### src/rtl/decoder_1x4_sync.sv
// Registered 2-to-4 one-hot decoder: a select code is captured on a load strobe
// and decoded onto four enable lines, gated by a combinational output enable.
module decoder_1x4_sync #(
   parameter bit ACTIVE_LOW = 1'b0
) (
   input  logic       clk,
   input  logic       rst,
   input  logic       load,
   input  logic [1:0] sel,
   input  logic       oe,
   output logic       out_0,
   output logic       out_1,
   output logic       out_2,
   output logic       out_3,
   output logic [1:0] sel_q,
   output logic       valid
);

   logic [1:0] sel_d;
   logic       valid_d;
   logic       valid_q;
   logic [3:0] hit;
   logic [3:0] out_vec;

   // sel is only looked at when load is high, so an unknown code on an idle
   // cycle never reaches the state registers.
   always_comb begin
      sel_d   = sel_q;
      valid_d = valid_q;
      if (load) begin
         sel_d   = sel;
         valid_d = 1'b1;
      end
   end

   always_ff @(posedge clk) begin
      if (rst) begin
         sel_q   <= 2'b00;
         valid_q <= 1'b0;
      end else begin
         sel_q   <= sel_d;
         valid_q <= valid_d;
      end
   end

   // oe stays combinational so the downstream unit can be muted within a cycle.
   always_comb begin
      hit = 4'b0000;
      if (valid_q && oe) begin
         hit[sel_q] = 1'b1;
      end
   end

   assign out_vec = hit ^ {4{ACTIVE_LOW}};
   assign out_0   = out_vec[0];
   assign out_1   = out_vec[1];
   assign out_2   = out_vec[2];
   assign out_3   = out_vec[3];
   assign valid   = valid_q;

endmodule

### config.mk
export PLATFORM = sky130hd
export DESIGN_NAME = decoder_1x4_sync
export DESIGN_NICKNAME = d
export VERILOG_FILES = /design/src/rtl/decoder_1x4_sync.sv
export SDC_FILE = /design/constraint.sdc
export NUM_CORES = 1
export LEC_CHECK = 0
export CORE_AREA = 2 2 39 41
export CTS_CLUSTER_SIZE = 12
export DETAILED_ROUTE_END_ITERATION = 16
export DIE_AREA = 0 0 41 43
export DONT_BUFFER_PORTS = 1
export GPL_ROUTABILITY_DRIVEN = 0
export GPL_TIMING_DRIVEN = 1
export HOLD_SLACK_MARGIN = 0.02
export PLACE_DENSITY = 0.3
export SLEW_MARGIN = 20
export SYNTH_ARGS = -nofsm -noshare
export SYNTH_HDL_FRONTEND = slang
export SYNTH_SLANG_ARGS = --single-unit
### constraint.sdc
create_clock -name clk -period 1.2 [get_ports clk]
set_input_delay 0.24 -clock clk [delete_from_list [all_inputs] [get_ports clk]]
set_output_delay 0.24 -clock clk [all_outputs]
set_load 0.02 [all_outputs]
==> results by group <==
Clock network
  – Num CTS Buffers: 3
  – Clk_lat worst skew: 0.23 ns
  – CTS Sinks: 3
  – CTS tree: built
  – Bufs on Longest Clock Path: 2
  – H-tree Lvls: 1
  – CTS root buffer: clkbuf_4
  – Hold_buf cts: 0
  – Clk pin slew, worst setup/hold paths: 0.03 ns

Global route
  – Initial antenna violation count: 0
  – Largest net degree at the start of global routing: 6
  – GRT overflow: 0
  – Vias in the first global route: about 190
  – Met1 usage: 0.0543
  – First-pass GRT wire length: about 650 µm
  – GRT met2 Usage: 0.0875
  – GR Util All Layers: 0.0581
  – GRT met3 Usage: 0.0366
  – GR peak layer: met2

Placement
  – Port Buffers: 0
  – DP HPWL: 361 µm
  – Cell count after placement: 39

Power
  – Sw frac: 0.250
  – Clock power frac: 0.512
  – Leakage: 0.115 nW
  – Combinational Power Share: 0.138
  – Int Pwr: 0.251 mW
  – Total chip power: 0.334 mW
  – Sw power: 0.0837 mW
  – PwrDens: 1210 mW/mm²
  – Part of the power in registers: 0.350
  – Max VDD drop: ~0.47 mV

Setup path
  – Largest stage delay on the critical path: 0.38 ns
  – Critical path startpoint category: register
  – Crit path buf inv count: 1
  – Crit path max fanout: 5
  – Max stage delay cell, worst path: dfxtp_4
  – Critical path required time: roughly 0.96 ns
  – Cells along the critical path: nand3_4 -> nor2_1 -> buf_4
  – Critical Path End Type: output pin
  – Setup CP Type: register to output pin
  – Largest delay share family, worst path: flip-flops
  – Crit path arrival time: 0.95 ns

Route
  – DR iter-0 viols: 2
  – Routed Antenna Nets: 0
  – Via count: between 150 and 200
  – Pre-antenna DRT Iters: 2
  – Via density: between 3 and 4
  – Routed wire per std cell: 11.3 µm
  – Drc violations: 0
  – WL final: 487 µm

Synth
  – Syn_nets: 22
  – Synth top area cells: dfxtp_1 (48%), nor2_1 (18%), mux2i_1 (16%), nor3_1 (8.0%), nand3_1 (4.0%)
  – Yosys warnings: 0
  – Synth top area share: 0.480
  – Cell taking the most area after synthesis: dfxtp_1
  – Count leader, synth: nor2_1
  – Synth Register Bits: 3
  – Mapped cell area: 125 µm²
  – EDFF count, synth: 0
  – Register area share after synthesis: 0.480
  – Post-Syn Area per Cell: slightly below 8 µm²
  – Primary FF master, synth: dfxtp_1
  – Async SR Flop Fraction: 0
  – Synth unique cells: 7
  – Mapped Cells: 16
  – Post-synth top cells: nor2_1 (6), dfxtp_1 (3), mux2i_1 (2), nor3_1 (2)

Finish
  – Area delta synth->final: 120%
  – Fraction of layout cells with a size suffix above 1: 0.704
  – Layout Nets: 34
  – Fillers: between 150 and 200
  – Antenna cell count: 0
  – Post-Layout Cell Count: 43

Die
  – Die H: 43 µm
  – DIE AREA: 0.00176 mm²
  – Row Count: 14
  – Core area: roughly 0.0014 mm²
  – Die Wd: 41 µm
  – Initial Util: 0.0904
  – # IOs: 13

Timing
  – Post-layout min period: 1.19 ns
  – Fmax achieved: 842 MHz
  – Setup violators final: 0
  – RSZ-0062 raised after global routing: yes
  – Period utilization: 0.990
  – Hold Vio Cnt, Final: 0
  – Relative slew slack: 0.914
  – Hold slack: 0.0765 ns
  – Max Transition Viols Final: 0
  – Skew final: 0 ns
  – Worst-Margin Slew: roughly 0.13 ns

Run
  – Max Cap Viol: 0

Outcome
  – Status: finished, final reports clean

Min path
  – Worst Hold Class: input port to register
## cell families (layout without fill, tap and decap cells)
family	count (synthesis)	count (layout)	synth area share
and+or+nand+nor	10	10	0.330
buffers and inverters	1	12	0.0300
muxes	2	2	0.160
DFF	3	3	0.480
## final timing paths
kind                                from  endpoint  slack [ns]  cells after the start
worst max-delay path            sel_q[0]     out_3        0.01                      3
worst min-delay path                 rst  sel_q[1]        0.08                      1
worst max register to register  sel_q[1]  sel_q[1]        0.55                      2
worst min register to register     valid     valid        0.53                      2
## registers in the layout, summed over array words and instances (netlist names)
register  flops
sel_q         2
valid         1
## through the flow
step / setup TNS, ns / util / cell area, µm² / worst slack (ns)
finish: 0 / 0.199 / 275 / 0.0117
detailed placement: 0 / 0.150 / 208 / 0.157
global placement: 0 / 0.150 / 208 / 0.207
global route: -0.0979 / 0.199 / 275 / -0.0360
floorplan: 0 / - / 135 / 0.0255
CTS: -0.0306 / 0.177 / 245 / -0.0141
## power by group through the flow
stage / sequential (mW) / clock, mW / combinational (mW)
2_1_floorplan: 0.123 / 0 / 0.0168
3_3_place_gp: 0.116 / 0 / 0.0400
3_5_place_dp: 0.117 / 0 / 0.0415
4_1_cts: 0.116 / 0.181 / 0.0426
5_1_grt: 0.118 / 0.182 / 0.0503
6_report: 0.117 / 0.171 / 0.0461
## layout make-up
cell class	count	area [µm²]	share of cell area
multi-input cells	12	93.8	0.341
clock buffers	4	26.3	0.0955
well taps	16	20.0	0.0727
repair buffers	7	60.1	0.218
inverters	1	3.75	0.0136
flip-flops and latches	3	71.3	0.259
## placed cells by master, fill, tap and decap left out
cell type	netlist	final
buf_4	0	5
buf_6	0	2
clkbuf_1	0	1
clkbuf_4	0	3
dfxtp_4	0	3
inv_2	0	1
mux2i_1	2	2
nand2_2	0	1
nand3_4	0	1
nor2_1	6	5
nor2_4	0	1
nor3_2	0	2
## per-layer routing
metal	share of wire	wire (µm)
met1	0.40	193
met2	0.46	226
met3	0.14	67
met4	0	0
met5	0	0
## timing repair
action | CTS | global route
pin swaps | 0 | 1
resized for setup | 6 | 8
setup endpoints to repair | 4 | 4
buffers inserted | 0 | 0
Power figures use the tool's default switching activity.
